$ cat config.mk
export PLATFORM = sky130hd
export DESIGN_NAME = debounced_event_counter
export DESIGN_NICKNAME = d
export VERILOG_FILES = /design/src/rtl/debounced_event_counter.sv
export SDC_FILE = /design/constraint.sdc
export NUM_CORES = 1
export LEC_CHECK = 0
export CAP_MARGIN = 20
export CELL_PAD_IN_SITES_DETAIL_PLACEMENT = 0
export CELL_PAD_IN_SITES_GLOBAL_PLACEMENT = 1
export CORE_MARGIN = 4
export CORE_UTILIZATION = 45
export CTS_BUF_LIST = sky130_fd_sc_hd__clkbuf_4
export CTS_CLUSTER_SIZE = 12
export DETAILED_ROUTE_END_ITERATION = 10
export MAX_ROUTING_LAYER = met4
export PLACE_DENSITY = 0.79
export SLEW_MARGIN = 0
export SYNTH_ARGS = -nofsm -noshare
export SYNTH_HDL_FRONTEND = slang
export SYNTH_SLANG_ARGS = --single-unit
$ cat constraint.sdc
create_clock -name clk -period 3 [get_ports clk]
set_input_delay 0.6 -clock clk [delete_from_list [all_inputs] [get_ports clk]]
set_output_delay 0.6 -clock clk [all_outputs]
set_load 0.02 [all_outputs]
$ cat src/rtl/debounced_event_counter.sv
// Push-button event counter: two-flop synchroniser, stability-window debouncer,
// and an up/down press counter with wrap or saturate policy and a sticky limit flag.
module debounced_event_counter #(
  parameter int unsigned WIDTH           = 16,
  parameter int unsigned DEBOUNCE_CYCLES = 250000,
  parameter bit          SATURATE        = 1'b0
) (
  input  logic             clk,
  input  logic             rst,
  input  logic             trigger,
  input  logic             mode_down,
  input  logic             clear,
  output logic [WIDTH-1:0] count,
  output logic             pressed,
  output logic             pulse,
  output logic             limit_hit
);

  localparam int unsigned CW = $clog2(DEBOUNCE_CYCLES + 1);
  localparam logic [CW-1:0]    LAST_CNT = CW'(DEBOUNCE_CYCLES - 1);
  localparam logic [WIDTH-1:0] MAX_CNT  = '1;

  typedef enum logic [1:0] {
    IDLE         = 2'd0,
    WAIT_PRESS   = 2'd1,
    PRESSED      = 2'd2,
    WAIT_RELEASE = 2'd3
  } state_t;

  state_t          state;
  logic            sync_d;
  logic            sync_q;
  logic [CW-1:0]   stab_cnt;

  // Synchroniser and debounce FSM; the current sample counts toward the window,
  // so a transition fires when the counter already holds DEBOUNCE_CYCLES-1.
  always_ff @(posedge clk) begin
    if (rst) begin
      sync_d   <= 1'b0;
      sync_q   <= 1'b0;
      stab_cnt <= '0;
      state    <= IDLE;
      pressed  <= 1'b0;
      pulse    <= 1'b0;
    end else begin
      sync_d <= trigger;
      sync_q <= sync_d;
      pulse  <= 1'b0;
      case (state)
        IDLE: begin
          if (sync_q) begin
            state    <= WAIT_PRESS;
            stab_cnt <= CW'(1);
          end else begin
            stab_cnt <= '0;
          end
        end
        WAIT_PRESS: begin
          if (!sync_q) begin
            state    <= IDLE;
            stab_cnt <= '0;
          end else if (stab_cnt == LAST_CNT) begin
            state    <= PRESSED;
            pressed  <= 1'b1;
            pulse    <= 1'b1;
            stab_cnt <= '0;
          end else begin
            stab_cnt <= stab_cnt + CW'(1);
          end
        end
        PRESSED: begin
          if (!sync_q) begin
            state    <= WAIT_RELEASE;
            stab_cnt <= CW'(1);
          end else begin
            stab_cnt <= '0;
          end
        end
        WAIT_RELEASE: begin
          if (sync_q) begin
            state    <= PRESSED;
            stab_cnt <= '0;
          end else if (stab_cnt == LAST_CNT) begin
            state    <= IDLE;
            pressed  <= 1'b0;
            stab_cnt <= '0;
          end else begin
            stab_cnt <= stab_cnt + CW'(1);
          end
        end
        default: begin
          state    <= IDLE;
          pressed  <= 1'b0;
          stab_cnt <= '0;
        end
      endcase
    end
  end

  // Press counter; clear discards any update landing on the same edge.
  always_ff @(posedge clk) begin
    if (rst) begin
      count     <= '0;
      limit_hit <= 1'b0;
    end else if (clear) begin
      count     <= '0;
      limit_hit <= 1'b0;
    end else if (pulse) begin
      if (mode_down) begin
        if (count == '0) begin
          limit_hit <= 1'b1;
          if (!SATURATE) count <= MAX_CNT;
        end else begin
          count <= count - WIDTH'(1);
        end
      end else begin
        if (count == MAX_CNT) begin
          limit_hit <= 1'b1;
          if (!SATURATE) count <= '0;
        end else begin
          count <= count + WIDTH'(1);
        end
      end
    end
  end

endmodule

# Yosys cells after proc, flatten, opt, wreduce, memory -nomap -nowiden
# Index checks and enable logic that the tools add are counted.
# W data, S select, Z words.
[classes] n_addsub=3 eq_ne=14 mux=25 bitwise_logic=2 n_reduce_logical=9
[op_table] cell="$pmux W18 S4" n=1
[op_table] cell="$mux W18" n=3
[op_table] cell="$mux W16" n=3
[op_table] cell="$add A18 B1 Y18 const B" n=1
[op_table] cell="$eq A18 B18 Y1 const B" n=1
[op_table] cell="$add A16 B1 Y16 const B" n=1
[op_table] cell="$eq A16 B16 Y1 const B" n=1
[op_table] cell="$logic_not A16 Y1" n=1
[op_table] cell="$sub A16 B1 Y16 const B" n=1
[op_table] cell="$mux W2" n=6
[op_table] cell="$ne A2 B2 Y1 const B" n=6
[op_table] cell="$mux W1" n=10
[op_table] cell="$pmux W2 S4" n=1
[op_table] cell="$ne A3 B3 Y1 const B" n=2
[op_table] cell="$reduce_and A5 Y1" n=1
[op_table] cell="$eq A2 B2 Y1 const B" n=2
[op_table] cell="$reduce_and A4 Y1" n=1
[op_table] cell="$reduce_bool A2 Y1" n=2
[op_table] cell="$reduce_and A3 Y1" n=1
[op_table] cell="$reduce_or A3 Y1" n=1
[op_table] cell="$eq A2 B1 Y1 const B" n=1
[op_table] cell="$logic_not A2 Y1" n=1
[op_table] cell="$ne A2 B1 Y1 const B" n=1
[op_table] cell="$not A1 Y1" n=2
[op_table] cell="2 further kinds" n=2
[totals] regBits=41 in_bits=5 out_inout_bits=19 wordCells=61

# Longest topological paths before layout
# Gate-level depths: netlist (run 1).
[depth] word_depth=4 ltp_mapped=8 mapped_depth_nobuf=7

# Worst setup path after synthesis (run 1)
# Ideal clock, no wire load.
[synth_path] path_kind="register -> register" from="register count[1]" to="register count[3]" setup_time_ns=0.120 arrival_ns=2.070 required_time_ns=2.880 slack_ns=0.810 stages_incl_launch_ff=8 path_buffers=1 period_less_slack_ns=2.190 path_cell_list="dfxtp_1 ha_1 and3_1 clkbuf_1 and4_1 a31oi_2 and3_1 o31a_1"
[synth_between] elab_chain_len=3 elab_cells_between_ends=7 classes_between="add/sub: 2; eq/ne: 1; mux: 3; reduce/logical: 1"
[synth_rtl] item="start: declaration" line="13" source="output logic [WIDTH-1:0] count,"
[synth_rtl] item="start signal: assignment" line="114" source="count <= count - WIDTH'(1);"
[synth_rtl] item="start signal: assignment" line="121" source="count <= count + WIDTH'(1);"
[synth_rtl] item="$add A16 B1 Y16, or another cell as far along" line="121"
[synth_rtl] item="$mux W16 (on tied branches)" line="117, 110"
[synth_rtl] item="$mux W16 (*)" line="109" source="if (mode_down) begin"
# Mark *: on every way between the ends. The rest lies on a longest branch, timed or not.
# A chain may end at the register's enable or synchronous reset.

# Final worst setup path (run 1)
[layout_path] from="register count[0]" to="register count[10]"
# Same word-level chain as after synthesis.

==> impl_results.md, run 1 <==
- Top FF cell, synth: dfxtp_1
- Clock Latency Late Sink: 0.35 ns
- Clock Path Buffers: 2
- Antenna Nets Post-Route: 0
- RePlAce Congestion: 0.888
- WL final: 6210 um
- Die ar.: 6980 sq um
- DRC Markers: 0
- Tcrit/Tclk final: 76.1%
- Synthesized flop and latch total: 41
- Core Util, Final: 51.9%
- CP startpoint kind: register
- Post-synthesis cell count: 311
- Ys async rst share: 0%
- Area delta synth->final: 11.3%
- Fin crit period: 2.28 ns
- Die W: 83.5 um
- Ports: 24
- Nets: 335
- Lkg Pwr: 0.939 nW
- CTS Hold Buffers Added: 0
- Post-place setup slack: 0.638 ns
- Arrival time worst endpoint: 2.57 ns
- Worst-path fanout max: 11
- Most common cell after layout, fill and taps aside: dfxtp_1
- Vias in the first global route: 2220
- Dpl cell area: 2790 sq um
- # diodes: 0
- Iteration-0 DRC Markers: 225
- HPWL after DPL: 4370 um
- Maxcap violations: 0
- Yosys cell types: 64
- Reg clk slew, reported paths: 0.13 ns
- IO Port Bufs: 23
- Global-route wire length before repair: 10700 um
- Most frequent cells in the layout: dfxtp_1 (41), nor2_1 (34), clkdlybuf4s50_1 (23), nand2_1 (18), a21oi_1 (18)
- Largest net degree at the start of global routing: 23
- CTS tree: done
- Top cells by area, synth: dfxtp_1 (32%), nor2_1 (5.0%), xor2_1 (4.1%)
- Setup bufs post-CTS: 0
- Hold_sp: sync_d$_SDFF_PP0_
- Fin area: 2860 sq um
- Outcome: completed
- Die Span Y: 83.5 um
- Seq/Total Area, Yosys: 32.0%
- Setup tns final: 0 ns
- Max IR drop VDD: 0.000275 V
- Final setup fails: 0
- HP Class: reg2reg
- CP startpoint: count[0]$_SDFFE_PP0P_
- Post-Syn Nets: 320
- Routed vias: 2374
- YS warnings: 0
- Hold Vio Cnt, Final: 0
- Filler cells: 543
- Vias per inst: 5.96
- RSZ-0062 raised after global routing: no
- Top cell type's share of synthesized area: 32.0%
- Setup ws final: 0.717 ns
- Share of cells above drive strength 1: 9.51%
- Post-synth EDFFs: 0
- Post-cts resize count: 0
- Initial DRT Pass Iterations: 5
- Routed WL per cell: 15.6 um
- Root Buffer: clkbuf_4
- Fmax: 438 MHz
- CTS H-tree lvls: 2
- Antenna violations before repair: 0
- GRT Total Usage: 19.0%
- FP Rows: 27
- Slew Limit Fails: 0
- TritonCTS Buffers: 5
- Initial core utilization: 46.6%
- Total grt overflow: 0
- Post-synthesis cell area: 2570 sq um
- Post-synth top area cell: dfxtp_1
- WP data required: 3.29 ns
- Mean Syn Cell Area: 8.26 sq um
- Core area: 5510 sq um
- Rel. slew slack: 68.7%
- Worst-margin pin slew: 0.463 ns
- Reg-to-reg startpoint: count[0]$_SDFFE_PP0P_
- Clk sinks: 41
- PwrDens: 331 nW/um^2
- Crit. End Element: register
- Clock skew: 0.00942 ns
- Critical Setup Path Class: reg2reg
==> through the flow <==
stage               power [mW]  cells  hold slack (ns)
floorplan                0.588    311            0.414
global placement         0.604    391            0.415
detailed placement       0.604    391            0.436
CTS                      0.960    398            0.463
global route             0.986    398            0.490
finish                   0.945    398            0.456
==> cell type report <==
type / instances / area (sq um) / share of cell area, %
Inverter: 12 / 45.0 / 1.58
Multi-Input combinational cell: 235 / 1540 / 53.9
Tap cell: 72 / 90.1 / 3.15
Timing Repair Buffer: 31 / 290 / 10.2
Clock inverter: 2 / 35.0 / 1.23
Clock buffer: 5 / 37.5 / 1.31
Sequential cell: 41 / 821 / 28.7
==> Yosys cell counts (all sizes together) (2+ instances only) <==
master  number
dfxtp       41
nor2        34
a21oi       18
nand2       18
nand3       17
nor3        15
nand4       14
clkbuf      12
o21ai       12
xor2        12
buf         11
inv         11
xnor2        9
a31oi        8
a221oi       5
and3         5
nor4         5
a311oi       4
ha           4
nand2b       4
nor2b        4
or4          4
and4         3
o31ai        3
or3          3
a22oi        2
a32o         2
a41oi        2
nand4b       2
nor4b        2
o311ai       2
o31a         2
or2          2
==> state kept, by name, indices dropped and copies added, names as in the netlist, named ones only <==
name,flops
count,16
limit_hit,1
pulse,1
state,1
stab_cnt,18
sync_q,1
pressed,1
sync_d,1
==> report_power, final <==
part | leakage (nW) | total (mW) | internal [mW] | switching (mW)
logic | 0.567 | 0.0421 | 0.0177 | 0.0243
registers | 0.331 | 0.550 | 0.548 | 0.00226
clock network | 0.0410 | 0.354 | 0.170 | 0.184
total | 0.939 | 0.945 | 0.735 | 0.210
==> cell families (layout without fill, tap and decap cells) <==
| kind of cell | after synthesis | count (layout) | share of synthesized area (%) |
|---|---|---|---|
| AOI/OAI and AO/OA | 69 | 69 | 18.7 |
| xor gates and xnor gates | 21 | 21 | 7.16 |
| adders and majority gates | 4 | 4 | 1.95 |
| buffers and inverters | 35 | 50 | 8.09 |
| DFF | 41 | 41 | 32.0 |
| muxes | 2 | 2 | 0.828 |
| and+or+nand+nor | 139 | 139 | 31.3 |
==> critical path, stage by stage (launching register included) <==
cell and delay [ns]:
dfxtp_1 0.44, inv_1 0.15, ha_1 0.24, nor4b_1 0.42
nand4_2 0.39, a2111o_1 0.47, a21oi_1 0.12
==> layer usage <==
metal  wire, um  global-route usage (%)
met1       2730                    24.5
met3        322                    3.26
met4        136                    5.70
met2       3020                    30.6
met5          0                       -
==> worst paths after layout <==
path                            end  slack, ns  cells past startpoint
min               sync_q$_SDFF_PP0_       0.46                      1
max reg2reg  count[10]$_SDFFE_PP0P_       0.72                      6
min reg2reg       sync_q$_SDFF_PP0_       0.46                      1
max          count[10]$_SDFFE_PP0P_       0.72                      6
(Power assumes the default switching activity.)
==> inputs of run 2 (changes only) <==
- CORE_UTILIZATION: 45 -> 40
- PLACE_DENSITY: 0.79 -> 0.74
- clock period: 3 -> 2 ns (I/O delays scaled with it)
==> impl_results.md, run 2 (synthesis gave the netlist of run 1 again) <==
- WL final: 7370 um (+19%)
- Clock Path Buffers: 2 (unchanged)
- Lkg Pwr: 1.33 nW (+41%)
- Final setup fails: 0 (unchanged)
- R2r endpoint: count[7]$_SDFFE_PP0P_
- Largest reg by FF count: stab_cnt
- TritonCTS Buffers: 5 (unchanged)
- CTS Hold Buffers Added: 0 (unchanged)
- RSZ-0062 raised after global routing: yes
- Iteration-0 DRC Markers: 193 (-14%)
- Post-place setup slack: -0.00917 ns (-0.647 ns)
- Largest regs: stab_cnt x18, count x16
- Hold Path End: sync_q$_SDFF_PP0_
- Antenna Nets Post-Route: 0 (unchanged)
- GRT Total Usage: 20.9% (+1.9 points)
- Hold Vio Cnt, Final: 0 (unchanged)
- Nets: 385 (+15%)
- Setup ws final: 0.0144 ns (-0.702 ns)
- Reg-to-reg startpoint: count[1]$_SDFFE_PP0P_
- WP data required: 2.30 ns (-0.99 ns)
- HP Class: reg2reg
- Reg clk slew, reported paths: 0.15 ns (+0.02 ns)
- Routed vias: 2645 (+11%)
- Rel. slew slack: 64.4% (-4.3 points)
- Total grt overflow: 0 (unchanged)
- Root Buffer: clkbuf_4
- Vias per inst: 5.85 (-1.9%)
- Dpl cell area: 3160 sq um (+13%)
- R2R Setup Slk: 0.01 ns (-0.70 ns)
- Vias in the first global route: 2400 (+8.1%)
- Critical Setup Path Class: reg2reg
- Clock Latency Late Sink: 0.37 ns (+0.02 ns)
- Hold_ws: 0.453 ns (-0.00309 ns)
- Largest net degree at the start of global routing: 21 (-8.7%)
- CTS tree: done
- Tcrit/Tclk final: 99.3% (+23 points)
- Crit. End Element: register
- Fin crit period: 1.99 ns (-0.298 ns)
- Share of cells above drive strength 1: 25.7% (+16 points)
- Maxcap violations: 0 (unchanged)
- IO Port Bufs: 23 (unchanged)
- HPWL after DPL: 5370 um (+23%)
- Slew Limit Fails: 0 (unchanged)
- FP Rows: 28 (+3.7%)
- PwrDens: 415 nW/um^2 (+25%)
- Max reg flops: 18 (unchanged)
- CP startpoint kind: register
- Reg2reg path depth: 6 (unchanged)
- Hold_sp: sync_d$_SDFF_PP0_
- Outcome: completed
- Max IR drop VDD: 0.000256 V (-7.0%)
- Die ar.: 7760 sq um (+11%)
- DRC Markers: 0 (unchanged)
- Antenna violations before repair: 0 (unchanged)
- RePlAce Congestion: 0.917 (+3.2%)
- Global-route wire length before repair: 12200 um (+14%)
- Setup tns final: 0 ns (unchanged)
- Core area: 6060 sq um (+10%)
- CTS H-tree lvls: 2 (unchanged)
- Die Span Y: 88.1 um (+5.5%)
- Clk sinks: 41 (unchanged)
- Worst-margin pin slew: 0.529 ns (+0.0665 ns)
- Ports: 24 (unchanged)
- Die W: 88.1 um (+5.5%)
- Area delta synth->final: 30.0%
- Hold Crit Depth: 1 (unchanged)
- Initial DRT Pass Iterations: 5 (unchanged)
- Worst-path fanout max: 4 (-7)
- Fin area: 3340 sq um (+17%)
- Most common cell after layout, fill and taps aside: buf_4
- Most frequent cells in the layout: buf_4 (54), nor2_1 (34), dfxtp_1 (33), nand2_1 (18), a21oi_1 (18)
- Arrival time worst endpoint: 2.29 ns (-0.28 ns)
- Fmax: 504 MHz (+15%)
- Initial core utilization: 42.4% (-4.3 points)
- Clock skew: 0.0161 ns (+0.00668 ns)
- Routed WL per cell: 16.3 um (+4.5%)
- # diodes: 0 (unchanged)
==> run 2: cell types whose count changed in the layout (fill, tap and decap cells not counted), moves of 2 or more <==
cell             previous run  this run
buf_4                       8        54
clkdlybuf4s50_1            23        15
dfxtp_1                    41        33
dfxtp_2                     0         8
dlymetal6s2s_1              0         5
dlygate4sd2_1               0         3
buf_12                      0         2
buf_6                       0         2
inv_6                       0         2
==> run 2: critical path: stages (launching register included) <==
cell      delay [ns]
dfxtp_2         0.37
buf_6           0.12
or4_4           0.57
o41a_1          0.36
a221oi_2        0.26
a21boi_1        0.11
o21ai_1         0.13
==> run 2: how the worst max path moves through the flow <==
stage	slack (ns)	cells after the start	to	from
2_1_floorplan	0.006	6	count[3]$_SDFFE_PP0P_	count[12]$_SDFFE_PP0P_
3_3_place_gp	0.008	7	count[14]$_SDFFE_PP0P_	count[1]$_SDFFE_PP0P_
5_1_grt	-0.07	6	count[7]$_SDFFE_PP0P_	count[1]$_SDFFE_PP0P_
3_5_place_dp	-0.009	6	count[7]$_SDFFE_PP0P_	count[1]$_SDFFE_PP0P_
4_1_cts	0.01	2	count[12]	count[12]$_SDFFE_PP0P_
6_report	0.01	6	count[7]$_SDFFE_PP0P_	count[1]$_SDFFE_PP0P_
==> run 2: what timing repair did <==
action,in CTS,in global routing
endpoints found under the setup margin,7,18
setup buffers,1,4
resized for setup,9,16
pin swaps,1,6
gates cloned,0,0
endpoints found under the hold margin,0,0
==> run 2: layout make-up <==
class,count,area (sq um)
Inverter,12,45.0
Tap cell,75,93.8
Sequential cell,41,831
Timing Repair Buffer,81,707
Multi-Input combinational cell,235,1600
Clock inverter,3,25.0
Clock buffer,5,37.5
Fill cell,588,2720
==> run 2: stage by stage <==
step,cells,power (mW),util (%)
3_5_place_dp,439,0.929,52.1
6_report,452,1.39,55.1
2_1_floorplan,311,0.882,-
4_1_cts,448,1.40,53.4
3_3_place_gp,439,0.929,52.1
5_1_grt,452,1.45,55.1
==> run 2: layer usage <==
layer | global-route usage, % | up-vias | share of wire, %
met5 | - | - | 0
met2 | 29.5 | 93 | 42
li1 | - | 1279 | -
met4 | 5.08 | 0 | 1.2
met1 | 30.3 | 1264 | 50
met3 | 4.52 | 9 | 6.7
==> run 2: power breakdown <==
| part | total [mW] | switching (mW) | internal, mW | leakage (nW) |
|---|---|---|---|---|
| registers | 0.825 | 0.00319 | 0.822 | 0.335 |
| logic | 0.0879 | 0.0444 | 0.0435 | 0.959 |
| clock network | 0.473 | 0.327 | 0.146 | 0.0322 |
| total | 1.39 | 0.375 | 1.01 | 1.33 |
